[config.mk]
export PLATFORM = sky130hd
export DESIGN_NAME = instr_sequencer_flat
export DESIGN_NICKNAME = d
export VERILOG_FILES = /design/src/rtl/instr_sequencer_if.sv /design/src/rtl/instr_sequencer.sv /design/src/flat_wrapper.sv
export SDC_FILE = /design/constraint.sdc
export NUM_CORES = 1
export LEC_CHECK = 0
export ABC_AREA = 1
export CAP_MARGIN = 15
export CORE_MARGIN = 3
export CORE_UTILIZATION = 52
export DETAILED_ROUTE_END_ITERATION = 10
export PLACE_DENSITY_LB_ADDON = 0.05
export REMOVE_ABC_BUFFERS = 1
export SYNTH_ARGS = -nofsm -noshare
export SYNTH_HDL_FRONTEND = slang
export SYNTH_SLANG_ARGS = --single-unit
[constraint.sdc]
create_clock -name clk -period 2.78 [get_ports clk]
set_input_delay 0.834 -clock clk [delete_from_list [all_inputs] [get_ports clk]]
set_output_delay 0.834 -clock clk [all_outputs]
set_load 0.1 [all_outputs]
[src/rtl/instr_sequencer_if.sv]
// instr_sequencer_if: instruction-memory and engine handshake bundle for the sequencer.
interface instr_sequencer_if #(parameter int PC_W = 8);
  logic            imem_rd;
  logic [PC_W-1:0] imem_addr;
  logic [15:0]     imem_data;
  logic            imem_valid;
  logic [3:0]      eng_start;
  logic [3:0]      eng_done;
  modport master (output imem_rd, imem_addr, eng_start, input imem_data, imem_valid, eng_done);
  modport slave  (input imem_rd, imem_addr, eng_start, output imem_data, imem_valid, eng_done);
endinterface

[src/rtl/instr_sequencer.sv]
// instr_sequencer: fetch/decode/dispatch sequencer driving four execution engines with a done timeout.
module instr_sequencer #(
  parameter int PC_W = 8,
  parameter int TMO  = 64
) (
  input  logic                clk,
  input  logic                reset,
  input  logic                run,
  input  logic                clear,
  instr_sequencer_if.master   bus,
  output logic [3:0]          opcode,
  output logic [5:0]          ri,
  output logic [5:0]          rj,
  output logic                busy,
  output logic                halted,
  output logic [1:0]          err
);
  localparam int CW = $clog2(TMO + 1);
  typedef enum logic [2:0] {IDLE, FETCH, WAIT_I, DECODE, START, WAIT_D, NEXT, HALT} state_t;
  state_t          state_q, state_d;
  logic [PC_W-1:0] pc_q, pc_d;
  logic [15:0]     ir_q, ir_d;
  logic [3:0]      sel_q, sel_d, start_q, start_d, op, dec_sel;
  logic [CW-1:0]   cnt_q, cnt_d;
  logic [1:0]      err_q, err_d;
  logic            rd_q, rd_d, busy_q, busy_d, halted_q, halted_d;
  assign op      = ir_q[15:12];
  assign dec_sel = op == 4'h1 ? 4'b0001 :
                   op == 4'h2 ? 4'b0010 :
                   op == 4'h7 ? 4'b1000 :
                   (op >= 4'h3 && op <= 4'h6) ? 4'b0100 : 4'b0000;
  always_comb begin
    state_d = state_q;
    pc_d    = pc_q;
    ir_d    = ir_q;
    sel_d   = sel_q;
    cnt_d   = cnt_q;
    err_d   = err_q;
    case (state_q)
      IDLE:    state_d = run ? FETCH : IDLE;
      FETCH:   state_d = WAIT_I;
      WAIT_I:  if (bus.imem_valid) begin
        ir_d    = bus.imem_data;
        state_d = DECODE;
      end
      DECODE: begin
        sel_d   = dec_sel;
        state_d = op == 4'h0 ? NEXT : dec_sel != 4'b0000 ? START : HALT;
        err_d   = (op[3] && op != 4'hF) ? 2'b01 : err_q;
      end
      START: begin
        cnt_d   = '0;
        state_d = WAIT_D;
      end
      WAIT_D: begin
        cnt_d = cnt_q + 1'b1;
        if (|(bus.eng_done & sel_q)) state_d = NEXT;
        else if (cnt_d == CW'(TMO)) begin
          err_d   = 2'b10;
          state_d = HALT;
        end
      end
      NEXT: begin
        pc_d    = pc_q + 1'b1;
        state_d = run ? FETCH : IDLE;
      end
      default: ;
    endcase
    if (clear) begin
      state_d = IDLE;
      pc_d    = '0;
      err_d   = '0;
    end
    // outputs are registered from the next state so they line up with the state they describe
    rd_d     = state_d == FETCH;
    start_d  = state_d == START ? sel_d : 4'b0000;
    busy_d   = !(state_d == IDLE || state_d == HALT);
    halted_d = state_d == HALT;
  end
  always_ff @(posedge clk or posedge reset) begin
    if (reset) begin
      state_q  <= IDLE;
      pc_q     <= '0;
      ir_q     <= '0;
      sel_q    <= '0;
      cnt_q    <= '0;
      err_q    <= '0;
      rd_q     <= 1'b0;
      start_q  <= '0;
      busy_q   <= 1'b0;
      halted_q <= 1'b0;
    end else begin
      state_q  <= state_d;
      pc_q     <= pc_d;
      ir_q     <= ir_d;
      sel_q    <= sel_d;
      cnt_q    <= cnt_d;
      err_q    <= err_d;
      rd_q     <= rd_d;
      start_q  <= start_d;
      busy_q   <= busy_d;
      halted_q <= halted_d;
    end
  end
  assign bus.imem_rd   = rd_q;
  assign bus.imem_addr = pc_q;
  assign bus.eng_start = start_q;
  assign opcode        = ir_q[15:12];
  assign ri            = ir_q[11:6];
  assign rj            = ir_q[5:0];
  assign busy          = busy_q;
  assign halted        = halted_q;
  assign err           = err_q;
endmodule

[src/flat_wrapper.sv]
// flat-port wrapper written by rule: the top's interface ports become plain ports
module instr_sequencer_flat 
#(
  parameter int PC_W = 8,
  parameter int TMO  = 64
)
  (clk, reset, run, clear, opcode, ri, rj, busy, halted, err, bus_imem_rd, bus_imem_addr, bus_eng_start, bus_imem_data, bus_imem_valid, bus_eng_done);
  instr_sequencer_if #(.PC_W(PC_W)) bus_i ();
  input  logic clk;
  input  logic reset;
  input  logic run;
  input  logic clear;
  output logic [3:0] opcode;
  output logic [5:0] ri;
  output logic [5:0] rj;
  output logic busy;
  output logic halted;
  output logic [1:0] err;
  output wire logic [$bits(bus_i.imem_rd)-1:0] bus_imem_rd;
  output wire logic [$bits(bus_i.imem_addr)-1:0] bus_imem_addr;
  output wire logic [$bits(bus_i.eng_start)-1:0] bus_eng_start;
  input wire logic [$bits(bus_i.imem_data)-1:0] bus_imem_data;
  input wire logic [$bits(bus_i.imem_valid)-1:0] bus_imem_valid;
  input wire logic [$bits(bus_i.eng_done)-1:0] bus_eng_done;
  assign bus_imem_rd = bus_i.imem_rd;
  assign bus_imem_addr = bus_i.imem_addr;
  assign bus_eng_start = bus_i.eng_start;
  assign bus_i.imem_data = bus_imem_data;
  assign bus_i.imem_valid = bus_imem_valid;
  assign bus_i.eng_done = bus_eng_done;
  instr_sequencer #(.PC_W(PC_W), .TMO(TMO)) u_core (.clk(clk), .reset(reset), .run(run), .clear(clear), .bus(bus_i), .opcode(opcode), .ri(ri), .rj(rj), .busy(busy), .halted(halted), .err(err));
endmodule
==> results of run 1 <==
## critical path: stages
cell,delay (ns)
clkdlybuf4s50_1,0.51
nand3_4,0.24
nand2_2,0.13
inv_2,0.04
nand4_2,0.09
nand2_4,0.08
inv_2,0.07
nand2_2,0.06
nand2_1,0.06
nand2_1,0.04
## per-layer routing
metal  global-route usage  up-vias
met4               0.0626        0
met2                0.306       38
li1                     -      889
met3               0.0323        7
met5                    0        -
met1                0.259      811
## cell usage after synthesis (2+ instances only)
cell     count
nand3_1     12
a21oi_1      9
xor2_1       2
nand2_1     36
ha_1         2
nor2_4       2
mux2_1       6
inv_1       24
o21ai_0      8
buf_2        2
nor2_1      19
nor3_1       6
nand2_4      4
nand4_1      2
inv_2        7
dfrtp_1     47
o21ai_1      4
nor2_2       6
mux2_2       8
nand3_2      3
nor3_2       2
nand2_2      9
o31ai_1      2
## cells by family after synthesis
kind of cell	share of synthesized area
DFF	0.521
and+or+nand+nor	0.260
xor gates and xnor gates	0.00777
buffers and inverters	0.0594
adders and majority gates	0.0111
AOI/OAI and AO/OA	0.0710
muxes	0.0699
## sequential cells by signal, summed over array words and instances, names as in the netlist
| name | cells |
|---|---|
| u_core.busy | 1 |
| u_core.cnt_q | 7 |
| u_core.ir_q | 16 |
| u_core.bus.imem_addr | 8 |
| u_core.halted | 1 |
| u_core.sel_q | 4 |
| u_core.bus.eng_start | 4 |
| u_core.state_q | 3 |
| u_core.bus.imem_rd | 1 |
| u_core.err | 2 |
## area by class of cell
cell class | count | area [µm²] | area share
multi-input combinational | 152 | 946 | 0.326
timing repair buffer | 60 | 510 | 0.176
clock inverter | 3 | 20.0 | 0.00690
clock buffer | 5 | 68.8 | 0.0237
sequential | 47 | 1180 | 0.406
inverter | 31 | 116 | 0.0401
tap | 50 | 62.6 | 0.0216
## how the worst max path moves through the flow
stage / startpoint / to / slack (ns) / cells past startpoint
after floorplan: u_core.bus.imem_addr[0] / u_core.bus.imem_addr[6] / 0.74 / 8
after global placement: bus_imem_valid / u_core.busy / 0.51 / 10
after detailed placement: bus_imem_valid / u_core.busy / 0.48 / 10
after CTS: bus_imem_valid / u_core.busy / 0.80 / 10
after global routing: bus_imem_valid / u_core.busy / 0.69 / 10
final: bus_imem_valid / u_core.busy / 0.81 / 10
## stage by stage
stage	util	area [µm²]
finish	0.710	2900
global placement	0.688	2810
global route	0.710	2900
detailed placement	0.688	2810
CTS	0.710	2900
floorplan	-	2240
## power breakdown
| group | switching [µW] | total, µW | internal, µW |
|---|---|---|---|
| clock | 233 | 408 | 175 |
| sequential | 116 | 962 | 846 |
| combinational | 1230 | 1570 | 345 |
==> impl_metrics.json, run 1 <==
{
  "route.met2.wl_mm": 2.11,
  "maxSlewHeadroom": 0.648,
  "vias": 1745,
  "clk_latency_ns": 0.30,
  "clock_skew_ns": 0.00635,
  "final_common_cell": "dfrtp_1",
  "drc": 0,
  "dp_hpwl_mm": 3.36,
  "synth_top_area_frac": 0.521,
  "highest_layer": "met4",
  "postLayoutSetupSlackWorst_ns": 0.810,
  "synthTopCellsByArea": "dfrtp_1 52%, nand2_1 6.0%, inv_1 4.0%",
  "grt-ovfl-total": 0,
  "p_leak_uw": 0.00141,
  "min_from": "u_core.ir_q[3]",
  "start_util": 0.552,
  "synth_enable_flop_cells": 0,
  "cts_tree": "built",
  "gp_congestion": 0.772,
  "cts.sinks": 47,
  "fin_nets": 324,
  "fin_crit_sh": 0.709,
  "route.met3.wl_um": 200,
  "finalHoldViolCount": 0,
  "drv_cap": 0,
  "drive_gt1_frac": 0.299,
  "htree_levels": 2,
  "ys.flop_type": "dfrtp_1",
  "setup_violations": 0,
  "r2r_slack_ns": 1.11,
  "synth_top_area_cell": "dfrtp_1",
  "tns_ns": 0,
  "async_flop_share": 1.00,
  "synth_area_mm2": 0.00226,
  "n_fill_cell": 330,
  "hp-class": "flop to flop",
  "fmax_ghz": 0.508,
  "drt-pass1-iter-count": 4,
  "via_per_inst": 5.01,
  "startpoint_type": "input port",
  "dp_cells": 340,
  "antenna_found_initial": 0,
  "synth-seq-area-share": 0.521,
  "synth.ff_latch_count": 47,
  "hold_depth": 1,
  "synth_cell_type_count": 34,
  "status": "completed",
  "grt_pass1_wl_mm": 7.73,
  "hold_buffers": 0,
  "syn_inst": 233,
  "cts-buffers-inserted": 5,
  "wl_met1_mm": 2.04,
  "irDropWorstVdd_v": 0.000791,
  "syn_avg_cell_area_um2": 9.68,
  "first_iter_violations": 76,
  "r2r_start": "u_core.cnt_q[1]",
  "die-height_um": 71.9,
  "place_ws_ns": 0.483,
  "die_x_um": 71.9,
  "insertedDiodeCount": 0,
  "path_clk_slew_ns": 0.09,
  "powerDensity_mw_per_mm2": 1010,
  "grt_pass1_vias": 1723,
  "grt_max_degree": 27,
  "track_usage": 0.189,
  "routedWlPerCell_um": 12.6,
  "clockBufferDepth": 2,
  "port-buffer-count": 57,
  "rsz0062_at_grt": "no",
  "yosysWarnings": 0,
  "io_pins": 58,
  "die-area_mm2": 0.00516,
  "total_power_uw": 2940,
  "reg2reg_depth": 12,
  "root_buffer": "clkbuf_8",
  "crit_fanout": 19,
  "layout_common_cells": "47 x dfrtp_1, 36 x nand2_1, 36 x buf_4, 24 x clkdlybuf4s50_1, 23 x inv_1",
  "hold_ws_ns": 0.503,
  "drv_slew": 0,
  "cts_resized": 0,
  "drt-total-wl_mm": 4.40,
  "rows": 23,
  "core_mm2": 0.00409,
  "critPathCaptureType": "flop",
  "fin_crit_ns": 1.97,
  "cp.arrival_ns": 2.17,
  "cts_setup_buffers": 0,
  "antenna_left": 0,
  "area_delta_synth_final_pct": 28.6,
  "stdcell_count": 348,
  "r2r-end": "u_core.busy",
  "whs_endpoint": "u_core.ir_q[3]",
  "crit_type": "input port to flop",
  "tightest_slew_ns": 0.527,
  "critPathRequiredTime_ns": 2.98
}
(Power assumes the default switching activity.)
==> run 2, diff against run 1 <==
Settings changed: CORE_UTILIZATION 52 to 48.
Clock period 2.78 ns to 2 ns, I/O delays scaled along.
==> impl_metrics.json, run 2 (synthesis gave the netlist of run 1 again) <==
{
  "status": "completed",
  "gp_congestion": 0.825,
  "routedWlPerCell_um": 13.3,
  "drt-total-wl_mm": 4.72,
  "via_per_inst": 5.19,
  "drt-pass1-iter-count": 7,
  "dp_hpwl_mm": 3.74,
  "place_ws_ns": 0.0889,
  "fin_crit_sh": 0.842,
  "io_pins": 58,
  "cts_setup_buffers": 0,
  "first_iter_violations": 111,
  "hold_buffers": 0,
  "critical_path.cell_chain": "ha_1 > nand2_1 > inv_1 > nand3_1 > nor2_1 > nand2_1 > nand2_2 > nand2_4 > nand2_4 > nand2_2 > nand2_1 > nand2_1",
  "r2r_slack_ns": 0.32,
  "final_common_cell": "dfrtp_1",
  "grt-ovfl-total": 0,
  "clockBufferDepth": 2,
  "setup_violations": 0,
  "r2r_start": "u_core.cnt_q[1]",
  "antenna_left": 0,
  "regMostFlops": "u_core.ir_q",
  "whs_endpoint": "u_core.cnt_q[6]",
  "rows": 24,
  "crit_family": "simple AND/OR/NAND/NOR gates",
  "r2r-end": "u_core.busy",
  "drv_cap": 0,
  "port-buffer-count": 57,
  "die-area_mm2": 0.00556,
  "grt_pass1_wl_mm": 8.14,
  "clock_skew_ns": 0.00473,
  "htree_levels": 2,
  "path_clk_slew_ns": 0.09,
  "insertedDiodeCount": 0,
  "cts_resized": 0,
  "clockPowerShare": 0.132,
  "critPathCaptureType": "flop",
  "dp_cells": 346,
  "finalHoldViolCount": 0,
  "critPathRequiredTime_ns": 2.19,
  "reg2reg_depth": 12,
  "maxSlewHeadroom": 0.723,
  "crit_type": "flop to flop",
  "start_util": 0.508,
  "combPwrFrac": 0.566,
  "fin_crit_ns": 1.68,
  "layout_common_cells": "47 x dfrtp_1, 36 x nand2_1, 33 x buf_12, 24 x clkdlybuf4s50_1, 23 x inv_1",
  "worstSetupPathDepth": 12,
  "cpPeakStageDelay_ns": 0.41,
  "n_fill_cell": 316,
  "largest_reg_flops": 16,
  "powerDensity_mw_per_mm2": 1410,
  "p_seq_frac": 0.303,
  "postLayoutSetupSlackWorst_ns": 0.316,
  "vias": 1837,
  "p_switching_uw": 2280,
  "cpMaxStageDelayCell": "dfrtp_1",
  "root_buffer": "clkbuf_8",
  "drive_gt1_frac": 0.305,
  "timing.critical_path.mode_cell": "nand2_1",
  "clk_latency_ns": 0.29,
  "grt_pass1_vias": 1817,
  "tightest_slew_ns": 0.416,
  "antenna_found_initial": 0,
  "cp.arrival_ns": 1.88,
  "irDropWorstVdd_v": 0.00141,
  "cts_tree": "built",
  "hold_depth": 2,
  "min_from": "u_core.cnt_q[6]",
  "grt_max_degree": 28,
  "startpoint_type": "flop",
  "fin_nets": 328,
  "cts.sinks": 47,
  "crit_fanout": 4,
  "area_delta_synth_final_pct": 48.8,
  "cp_num_buf_inv": 1,
  "internal_power_uw": 2450,
  "hp-class": "flop to flop",
  "die-height_um": 74.6,
  "drc": 0,
  "cts-buffers-inserted": 5,
  "die_x_um": 74.6,
  "p_leak_uw": 0.00156,
  "rsz0062_at_grt": "no",
  "stdcell_count": 354,
  "track_usage": 0.193,
  "fmax_ghz": 0.594,
  "swShare": 0.483,
  "core_mm2": 0.00444,
  "drv_slew": 0
}
## run 2: how the worst max path moves through the flow
stage,endpoint,start,slack (ns)
after global placement,u_core.bus.imem_addr[7],clear,0.11
after CTS,u_core.busy,u_core.cnt_q[1],0.32
after detailed placement,u_core.busy,bus_eng_done[1],0.09
after floorplan,u_core.bus.imem_addr[6],u_core.bus.imem_addr[0],-0.04
final,u_core.busy,u_core.cnt_q[1],0.32
after global routing,u_core.busy,u_core.cnt_q[1],0.17
## run 2: power groups by stage
stage	clock network (µW)	registers, µW	logic (µW)
global route	693	1460	2790
CTS	641	1430	2700
finish	622	1430	2670
detailed placement	0	1450	2690
floorplan	0	2640	432
global placement	0	1440	2670
## run 2: layer usage
metal	routed length (µm)	GRT usage
met3	321	0.0554
met1	1970	0.243
met5	0	0
met2	2390	0.315
met4	45	0.0692
## run 2: layout make-up
class                      instances  area [µm²]  area share
multi-input combinational        152         946       0.282
timing repair buffer              64         953       0.284
clock buffer                       8         100      0.0298
tap                               52        65.1      0.0194
inverter                          31         116      0.0347
sequential                        47        1180       0.350
## run 2: worst register-to-register path, delay by kind of cell (launching register included)
kind / cells / cell delay [ns]
DFF: 1 / 0.41
buffers and inverters: 1 / 0.09
and+or+nand+nor: 10 / 0.86
adders and majority gates: 1 / 0.22
## run 2: per-stage QoR
step | hold WS [ns] | util | total power [µW] | cell area, µm² | setup TNS [ns]
after detailed placement | 0.498 | 0.733 | 4140 | 3260 | 0
after CTS | 0.519 | 0.755 | 4770 | 3360 | 0
after global routing | 0.562 | 0.755 | 4940 | 3360 | 0
after global placement | 0.489 | 0.733 | 4110 | 3260 | 0
after floorplan | 0.469 | - | 3070 | 2240 | -0.0421
final | 0.520 | 0.755 | 4730 | 3360 | 0
==> run 3, diff against run 2 <==
Clock period 2 ns to 1.6 ns, I/O delays scaled along.
==> impl_metrics.json, run 3 (synthesis gave the netlist of run 1 again) <==
{
  "status": "finished with violations",
  "violations": "negative setup slack",
  "crit_type": "flop to flop",
  "drt-pass1-iter-count": 5,
  "root_buffer": "clkbuf_8",
  "stdcell_count": 364,
  "clk_latency_ns": 0.29,
  "maxSlewHeadroom": 0.786,
  "drv_cap": 0,
  "fin_nets": 340,
  "path_clk_slew_ns": 0.09,
  "n_fill_cell": 294,
  "dp_hpwl_mm": 3.77,
  "gp_congestion": 0.866,
  "drc": 0,
  "core_mm2": 0.00444,
  "clock_skew_ns": 0.0105,
  "start_util": 0.508,
  "fin_crit_ns": 1.60,
  "grt_max_degree": 44,
  "reg2reg_depth": 12,
  "io_pins": 58,
  "first_iter_violations": 70,
  "cpMaxStageDelayCell": "dfrtp_1",
  "cpPeakStageDelay_ns": 0.37,
  "hold_buffers": 0,
  "vias": 1836,
  "area_delta_synth_final_pct": 53.9,
  "track_usage": 0.187,
  "fin_crit_sh": 1.00,
  "p_leak_uw": 0.00163,
  "worstSetupPathDepth": 12,
  "drt-total-wl_mm": 4.79,
  "antenna_left": 0,
  "crit_family": "simple AND/OR/NAND/NOR gates",
  "multiInputGateArea_um2": 960,
  "powerDensity_mw_per_mm2": 1690,
  "die_x_um": 74.6,
  "final_common_cell": "dfrtp_1",
  "place_area_mm2": 0.00335,
  "layout_common_cells": "46 x dfrtp_1, 36 x buf_12, 35 x nand2_1, 24 x clkdlybuf4s50_1, 23 x inv_1",
  "grt_pass1_wl_mm": 8.03,
  "insertedDiodeCount": 0,
  "final_core_utilization": 0.781,
  "crit_fanout": 3,
  "regMostFlops": "u_core.ir_q",
  "grt-ovfl-total": 0,
  "rows": 24,
  "seq_area_mm2": 0.00118,
  "postLayoutSetupSlackWorst_ns": -0.00263,
  "rsz0062_at_grt": "yes",
  "stdcell_area_mm2": 0.00347,
  "largest_reg_flops": 16,
  "drv_slew": 0,
  "critPathRequiredTime_ns": 1.79,
  "cts_tree": "built",
  "setup_violations": 2,
  "fmax_ghz": 0.624,
  "via_per_inst": 5.04,
  "startpoint_type": "flop",
  "cts.sinks": 47,
  "critPathCaptureType": "flop",
  "cp.arrival_ns": 1.79,
  "cp_num_buf_inv": 0,
  "clockBufferDepth": 2,
  "dp_cells": 354,
  "drive_gt1_frac": 0.340,
  "routedWlPerCell_um": 13.1,
  "irDropWorstVdd_v": 0.00152,
  "antenna_found_initial": 0,
  "cts-buffers-inserted": 5,
  "finalHoldViolCount": 0,
  "hp-class": "input port to asynchronous set/reset pin",
  "die-height_um": 74.6,
  "die-area_mm2": 0.00556,
  "grt_pass1_vias": 1834,
  "port-buffer-count": 57,
  "critical_path.cell_chain": "ha_2 > nand3_2 > o21bai_1 > nand2_1 > nor2_2 > nand2_1 > nand2_2 > nand2_4 > nand2_4 > nand2_4 > nand2_2 > nand2_1",
  "tightest_slew_ns": 0.317,
  "htree_levels": 2
}
## run 3: cell types whose count changed in the layout (fill, tap and decap cells not counted)
cell | before | now
buf_4 | 7 | 16
buf_12 | 33 | 36
clkbuf_8 | 7 | 5
a21oi_1 | 9 | 8
a21oi_2 | 0 | 1
dfrtp_1 | 47 | 46
dfrtp_2 | 0 | 1
ha_1 | 2 | 1
ha_2 | 0 | 1
nand2_1 | 36 | 35
nand2_4 | 4 | 5
## run 3: worst reg2reg max path, cell delays in order (launching register included)
cell      delay [ns]
dfrtp_1         0.37
ha_2            0.20
nand3_2         0.09
o21bai_1        0.16
nand2_1         0.09
nor2_2          0.12
nand2_1         0.08
nand2_2         0.07
nand2_4         0.07
nand2_4         0.10
nand2_4         0.06
nand2_2         0.04
nand2_1         0.04
## run 3: power breakdown
part / internal (µW) / switching, µW
logic: 1230 / 2180
clock network: 292 / 367
registers: 1470 / 317
## run 3: layer usage
layer,track usage,part of all wire,vias to the layer above
met2,0.296,0.50,50
met5,0,0,-
met4,0.0415,0.0088,0
met1,0.256,0.44,864
met3,0.0554,0.055,4
li1,-,-,918
## run 3: through the flow
step                hold slack, ns  setup TNS [ns]  total power, µW  setup slack, ns
floorplan                    0.469           -2.41             3840           -0.442
global route                 0.379          -0.439             6110           -0.119
detailed placement           0.497           -3.58             5210           -0.298
global placement             0.493           -3.28             5170           -0.268
finish                       0.387        -0.00288             5860         -0.00263
CTS                          0.383               0             5870         0.000377
## run 3: final cells by class
class	instances	area share
Sequential cell	47	0.339
Timing Repair Buffer	76	0.311
Inverter	31	0.0335
Tap cell	52	0.0187
Clock buffer	6	0.0209
Multi-Input combinational cell	152	0.276
## run 3: final timing paths
check	from	end	slack [ns]
setup / recovery	u_core.cnt_q[1]	u_core.busy	-0.003
hold / removal	reset	u_core.ir_q[3]	0.39
setup reg to reg	u_core.cnt_q[1]	u_core.busy	-0.003
hold reg to reg	u_core.sel_q[0]	u_core.sel_q[0]	0.51
max in group asynchronous	reset	u_core.state_q[2]	0.77
min in group clk	u_core.sel_q[0]	u_core.sel_q[0]	0.51
## run 3: timing repair
action / 4_1_cts / 5_1_grt
gates resized for setup: 1 / 4
setup buffers: 0 / 4
endpoints found under the hold margin: 0 / 0
pin swaps: 0 / 6
gates cloned: 0 / 0
endpoints found under the setup margin: 1 / 9
==> patch 1 (config.mk and constraints of run 3) <==
Add an input register stage for `run` and `clear`; this delays them by one clock. The other inputs are not delayed to match.
--- a/src/rtl/instr_sequencer.sv
+++ b/src/rtl/instr_sequencer.sv
@@ -17,6 +17,15 @@
 );
   localparam int CW = $clog2(TMO + 1);
   typedef enum logic [2:0] {IDLE, FETCH, WAIT_I, DECODE, START, WAIT_D, NEXT, HALT} state_t;
+
+  logic run_q;
+  logic clear_q;
+
+  always_ff @(posedge clk) begin
+    run_q   <= run;
+    clear_q <= clear;
+  end
+
   state_t          state_q, state_d;
   logic [PC_W-1:0] pc_q, pc_d;
   logic [15:0]     ir_q, ir_d;
@@ -37,7 +46,7 @@
     cnt_d   = cnt_q;
     err_d   = err_q;
     case (state_q)
-      IDLE:    state_d = run ? FETCH : IDLE;
+      IDLE:    state_d = run_q ? FETCH : IDLE;
       FETCH:   state_d = WAIT_I;
       WAIT_I:  if (bus.imem_valid) begin
         ir_d    = bus.imem_data;
@@ -62,11 +71,11 @@
       end
       NEXT: begin
         pc_d    = pc_q + 1'b1;
-        state_d = run ? FETCH : IDLE;
+        state_d = run_q ? FETCH : IDLE;
       end
       default: ;
     endcase
-    if (clear) begin
+    if (clear_q) begin
       state_d = IDLE;
       pc_d    = '0;
       err_d   = '0;
Behaviour: not the same (a bounded check fails within 4 cycles, from zero or initial values and one cycle with reset high).
==> patch 1 against run 3 <==
The flow still finishes with violations (setup timing). Final area rose by 0.36%. Global-route usage up 2.6 points. Sequential cell count is 2 higher. Count of clock-buffer cells in the layout up 2. Sequential power up 2%. Synthesized area decreased by 3.4%. Worst setup slack got worse by 0.054 ns. Sequential share of layout area is 1.1 points higher. Routed wire length up 7.3%. Worst hold slack better by 0.023 ns. Die area shrank 3.2%. Power is 1.2% lower. First-iteration DRC count rose by 34%. Largest cell class unchanged. Largest power group unchanged.
==> patch 1: results (changes against run 3) <==
| Metric | Value |
|---|---|
| Slowest cell on the critical path | dfrtp_1 |
| RePlAce Congestion | 0.845 (-2.4%) |
| FFs w/ async S/R, synth | 95.9% (-4.1 points) |
| Starting DRT DRC Count | 94 (+34%) |
| Initial antenna violation count | 0 (unchanged) |
| Worst-path clk slew | 0.09 ns (about the same) |
| Status | complete, but fails checks |
| Final setup vio count | 5 (+3) |
| Peak VDD IR | 1550 uV (+1.9%) |
| Total Wirelength | 5130 um (+7.3%) |
| DRT Pass-1 Iters | 4 (-1) |
| DP Worst Slack | -0.238 ns (+0.0592 ns) |
| Family with the most delay on the worst path | simple AND/OR/NAND/NOR gates |
| Leak Pwr | 1.63 nW (+0.21%) |
| Worst Tran Pin Value | 0.290 ns (-0.0272 ns) |
| First-pass GRT wire length | 8930 um (+11%) |
| Non-filler instance count after layout | 363 (-0.27%) |
| Post-synth top cells | 47 x dfrtp_1, 44 x nand2_1, 27 x inv_1 |
| Synth unique cells | 34 (unchanged) |
| Vias post-DR | 1866 (+1.6%) |
| CP Max Fanout | 3 (unchanged) |
| Syn Inst Count | 230 (-1.3%) |
| Largest register by flop count | u_core.ir_q |
| Total GRT Usage | 21.3% (+2.6 points) |
| Total Nets Final | 339 (-0.29%) |
| Setup WS post-layout | -0.0562 ns (-0.0535 ns) |
| Max incr delay on CP | 0.40 ns (+0.03 ns) |
| R2r worst-path depth | 12 (unchanged) |
| Share of cells above drive strength 1 | 34.5% (+0.53 points) |
| Setup Skew | 0.00362 ns (-0.00689 ns) |
| Placed insts | 352 (-0.56%) |
| CTS H-tree depth | 2 (unchanged) |
| Clk_lat worst skew | 0.30 ns |
| Worst EP arrival | 1.85 ns (+0.06 ns) |
| Synthesis warning total | 0 (unchanged) |
| Area contributors post-synth | dfrtp_1 54%, nand2_1 7.6%, mux2_2 6.2%, inv_1 4.7%, nor2_1 4.1% |
| Largest net degree at the start of global routing | 26 (-41%) |
| Violated checks | setup timing |
| Min-delay worst type | in -> async |
| Sequential area share after synthesis | 55.8% (+3.7 points) |
| Longest Clk Path Bufs | 2 (unchanged) |
| FF-to-FF End | u_core.busy |
| Critical setup path kind | reg -> reg |
| # diodes | 0 (unchanged) |
| Setup tns final | -0.161 ns (-0.159 ns) |
| Final HPWL DP | 3940 um (+4.7%) |
| Root Driver | clkbuf_8 |
| Max reg flops | 16 (unchanged) |
| CP startpoint | u_core.cnt_q[1] |
| Largest area contributor in the netlist | dfrtp_1 |
| TritonCTS Buffers | 5 (unchanged) |
| Port Buf Inserts | 57 (unchanged) |
## patch 1: worst min path at each step
| stage | from | end | slack (ns) |
|---|---|---|---|
| floorplan | u_core.sel_q[0] | u_core.sel_q[0] | 0.46 |
| global placement | u_core.cnt_q[6] | u_core.cnt_q[6] | 0.49 |
| detailed placement | u_core.sel_q[2] | u_core.sel_q[2] | 0.49 |
| CTS | reset | u_core.ir_q[6] | 0.41 |
| global route | reset | u_core.ir_q[6] | 0.43 |
| finish | reset | u_core.ir_q[1] | 0.41 |
## patch 1: kinds of logic (layout without fill, tap and decap cells)
kind of cell,Yosys count,count (layout),share of synthesized area (%)
simple gates,97,97,20.3
flops,49,49,55.8
buf+inv,34,117,6.09
compound gates,33,33,9.13
mux,13,13,6.72
fa+ha+maj,2,2,1.15
xor+xnor,2,2,0.804
## patch 1: timing repair
item,in CTS,in global routing
buffers inserted,3,0
gates resized for setup,7,22
pin swaps,7,8
setup endpoints to repair,7,11
## patch 1: power breakdown
group | total (W) | internal, W | switching, W
logic | 0.00321 | 0.00116 | 0.00205
clock network | 0.000749 | 0.000353 | 0.000396
registers | 0.00183 | 0.00151 | 0.000322
total | 0.00579 | 0.00302 | 0.00277
## patch 1: cell type report
class | count | area [um^2]
flip-flops and latches | 49 | 1220
repair buffers | 78 | 1070
multi-input cells | 147 | 923
fillers | 234 | 688
inverters | 31 | 116
clock buffers | 8 | 90.1
well taps | 50 | 62.6
## patch 1: layer usage
| metal | track usage (%) | wire [um] | vias up |
|---|---|---|---|
| met1 | 27.6 | 2060 | 892 |
| met4 | 5.63 | 72 | 0 |
| met5 | 0 | 0 | - |
| li1 | - | - | 913 |
| met2 | 35.3 | 2710 | 52 |
| met3 | 5.88 | 298 | 9 |
## patch 1: stage by stage
stage | hold WS [ns] | area [um^2] | power (W) | util, %
after global placement | 0.493 | 3270 | 0.00499 | 78.4
after floorplan | 0.459 | 2160 | 0.00371 | -
after CTS | 0.411 | 3400 | 0.00581 | 81.6
after detailed placement | 0.493 | 3270 | 0.00505 | 78.4
after global routing | 0.426 | 3480 | 0.00602 | 83.5
final | 0.409 | 3480 | 0.00579 | 83.5
==> patch 2 (flow settings as in run 3) <==
Made on the original files. `PC_W` is set to 8 in 3 places; all go to 6.
--- a/src/rtl/instr_sequencer_if.sv
+++ b/src/rtl/instr_sequencer_if.sv
@@ -1,5 +1,5 @@
 // instr_sequencer_if: instruction-memory and engine handshake bundle for the sequencer.
-interface instr_sequencer_if #(parameter int PC_W = 8);
+interface instr_sequencer_if #(parameter int PC_W = 6);
   logic            imem_rd;
   logic [PC_W-1:0] imem_addr;
   logic [15:0]     imem_data;
--- a/src/rtl/instr_sequencer.sv
+++ b/src/rtl/instr_sequencer.sv
@@ -1,6 +1,6 @@
 // instr_sequencer: fetch/decode/dispatch sequencer driving four execution engines with a done timeout.
 module instr_sequencer #(
-  parameter int PC_W = 8,
+  parameter int PC_W = 6,
   parameter int TMO  = 64
 ) (
   input  logic                clk,
--- a/src/flat_wrapper.sv
+++ b/src/flat_wrapper.sv
@@ -1,7 +1,7 @@
 // flat-port wrapper written by rule: the top's interface ports become plain ports
 module instr_sequencer_flat 
 #(
-  parameter int PC_W = 8,
+  parameter int PC_W = 6,
   parameter int TMO  = 64
 )
   (clk, reset, run, clear, opcode, ri, rj, busy, halted, err, bus_imem_rd, bus_imem_addr, bus_eng_start, bus_imem_data, bus_imem_valid, bus_eng_done);
Interface: changed (resized bus_imem_addr); port bits go from 58 to 56. The function was not compared with the original's and may differ.
==> patch 2 against run 3 <==
Clock power up 3%. Sequential cell count down 2. Final area down 5.8%. Clock skew down 0.0055 ns. Via count down 4.5%. Fmax up 3.5%. First-iteration DRC count up 44%. Utilization up 0.23 points. Power up 1.7%. Synthesized area down 4.6%. Non-clock buffer count down 6. Routed wire length down 2.1%. Synthesized cell count down 4.7%. Worst setup slack better by 0.055 ns. Critical endpoint unchanged. Highest routed layer unchanged.
==> patch 2: results (changes against run 3) <==
| Metric | Value |
|---|---|
| Reg2Reg Setup Slack | 0.05 ns (+0.05 ns) |
| DRT Pass-1 Iters | 4 (-1) |
| Port Buf Inserts | 55 (-3.5%) |
| Final HPWL DP | 3590 um (-4.7%) |
| Largest register by flop count | u_core.ir_q |
| Status | finished clean |
| Routing usage on met2 | 31.0% (+1.4 points) |
| FFs w/ async S/R, synth | 100% (unchanged) |
| Sequential power share | 29.7% (-0.8 points) |
| Met3 Usage GRT | 5.79% (+0.24 points) |
| Area contributors post-synth | dfrtp_1 52%, nand2_1 6.5%, mux2_2 4.7%, nor2_1 4.0%, inv_1 3.8% |
| R2R Path Start | u_core.cnt_q[0] |
| Synth unique cells | 36 (+5.9%) |
| Footprint of the multi-input gates | 908 um^2 (-5.3%) |
| Leak Pwr | 1.56 nW (-4.6%) |
| Setup Skew | 0.00499 ns (-0.00551 ns) |
| First-pass GRT wire length | 7820 um (-2.6%) |
| Starting DRT DRC Count | 101 (+44%) |
| Dpl cell area | 3150 um^2 (-6.0%) |
| Sequential area share after synthesis | 52.3% (+0.19 points) |
| RePlAce Congestion | 0.886 (+2.4%) |
| CP Max Fanout | 4 (+1) |
| Total GRT Usage | 19.1% (+0.42 points) |
| Synthesis warning total | 0 (unchanged) |
| Worst-case hold slack | 0.517 ns (+0.130 ns) |
| GR Layer Usage met1 | 23.9% (-1.7 points) |
| Met2 wire length | 2320 um (-2.4%) |
| Worst EP arrival | 1.74 ns (-0.05 ns) |
| Post-synth top cells | 45 x dfrtp_1, 37 x nand2_1, 23 x nor2_1 |
| Worst-path clk slew | 0.08 ns |
| # fillers | 275 (-6.5%) |
| Post-route met1 wirelength | 1990 um (-5.3%) |
| CTS resizes | 0 (-1) |
| Switching power | 0.00293 W (+2.3%) |
| Comb pwr | 0.00351 W (+3%) |
| Total Wirelength | 4690 um (-2.1%) |
| Share of cells above drive strength 1 | 32.0% (-2.0 points) |
| Largest net degree at the start of global routing | 46 (+4.5%) |
| Slew HR | 76.7% (-1.9 points) |
| Met3 routed WL | 291 um (+11%) |
| Vias in the first global route | 1715 (-6.5%) |
| Clk_lat worst skew | 0.30 ns |
| Peak VDD IR | 2050 uV (+35%) |
| Longest Clk Path Bufs | 2 (unchanged) |
| Vias post-DR | 1753 (-4.5%) |
| Total Nets Final | 323 (-5.0%) |
==> patch 2: changes by cell type after synthesis, moves of 3 or more <==
cell    before  now
mux2_1       6    0
nor2_2       6    3
nor2_1      19   23
inv_2        7    4
mux2_4       0    4
==> patch 2: metrics by stage <==
stage / setup WS (ns) / instances
floorplan: -0.253 / 219
global placement: -0.250 / 338
detailed placement: -0.283 / 338
CTS: 0.0157 / 346
global route: -0.0678 / 347
finish: 0.0522 / 347
==> patch 2: logic make-up after synthesis <==
family,Yosys count,synth area share [%]
simple gates,102,24.2
flops,45,52.3
fa+ha+maj,2,1.16
buf+inv,30,6.57
xor+xnor,1,0.407
compound gates,29,7.85
mux,13,7.50
==> patch 2: critical path, stage by stage, from the launching register on <==
cell and delay, ns:
dfrtp_1 0.41, buf_6 0.13, nand3_2 0.10, o21ai_1 0.14
nand2_1 0.10, nor2_2 0.13, nand2_1 0.06, nand2_1 0.07
nand2_2 0.08, nand2_4 0.08, nand2_2 0.05, nand2_1 0.05
nand2_1 0.04
==> patch 2: area by class of cell <==
class / instances / area share (%)
Tap cell: 50 / 1.91
Clock buffer: 8 / 2.45
Timing Repair Buffer: 70 / 30.3
Inverter: 27 / 3.14
Sequential cell: 45 / 34.4
Multi-Input combinational cell: 147 / 27.8
==> patch 2: how the worst max path moves through the flow <==
stage                     slack, ns                      end               startpoint  depth (start not counted)
final                          0.05              u_core.busy          u_core.cnt_q[0]                         12
after global routing          -0.07              u_core.busy          u_core.cnt_q[0]                         12
after CTS                      0.02              u_core.busy          u_core.cnt_q[0]                         13
after detailed placement      -0.28              u_core.busy          bus_eng_done[1]                         11
after global placement        -0.25              u_core.busy          bus_eng_done[1]                         11
after floorplan               -0.25  u_core.bus.imem_addr[5]  u_core.bus.imem_addr[2]                          6
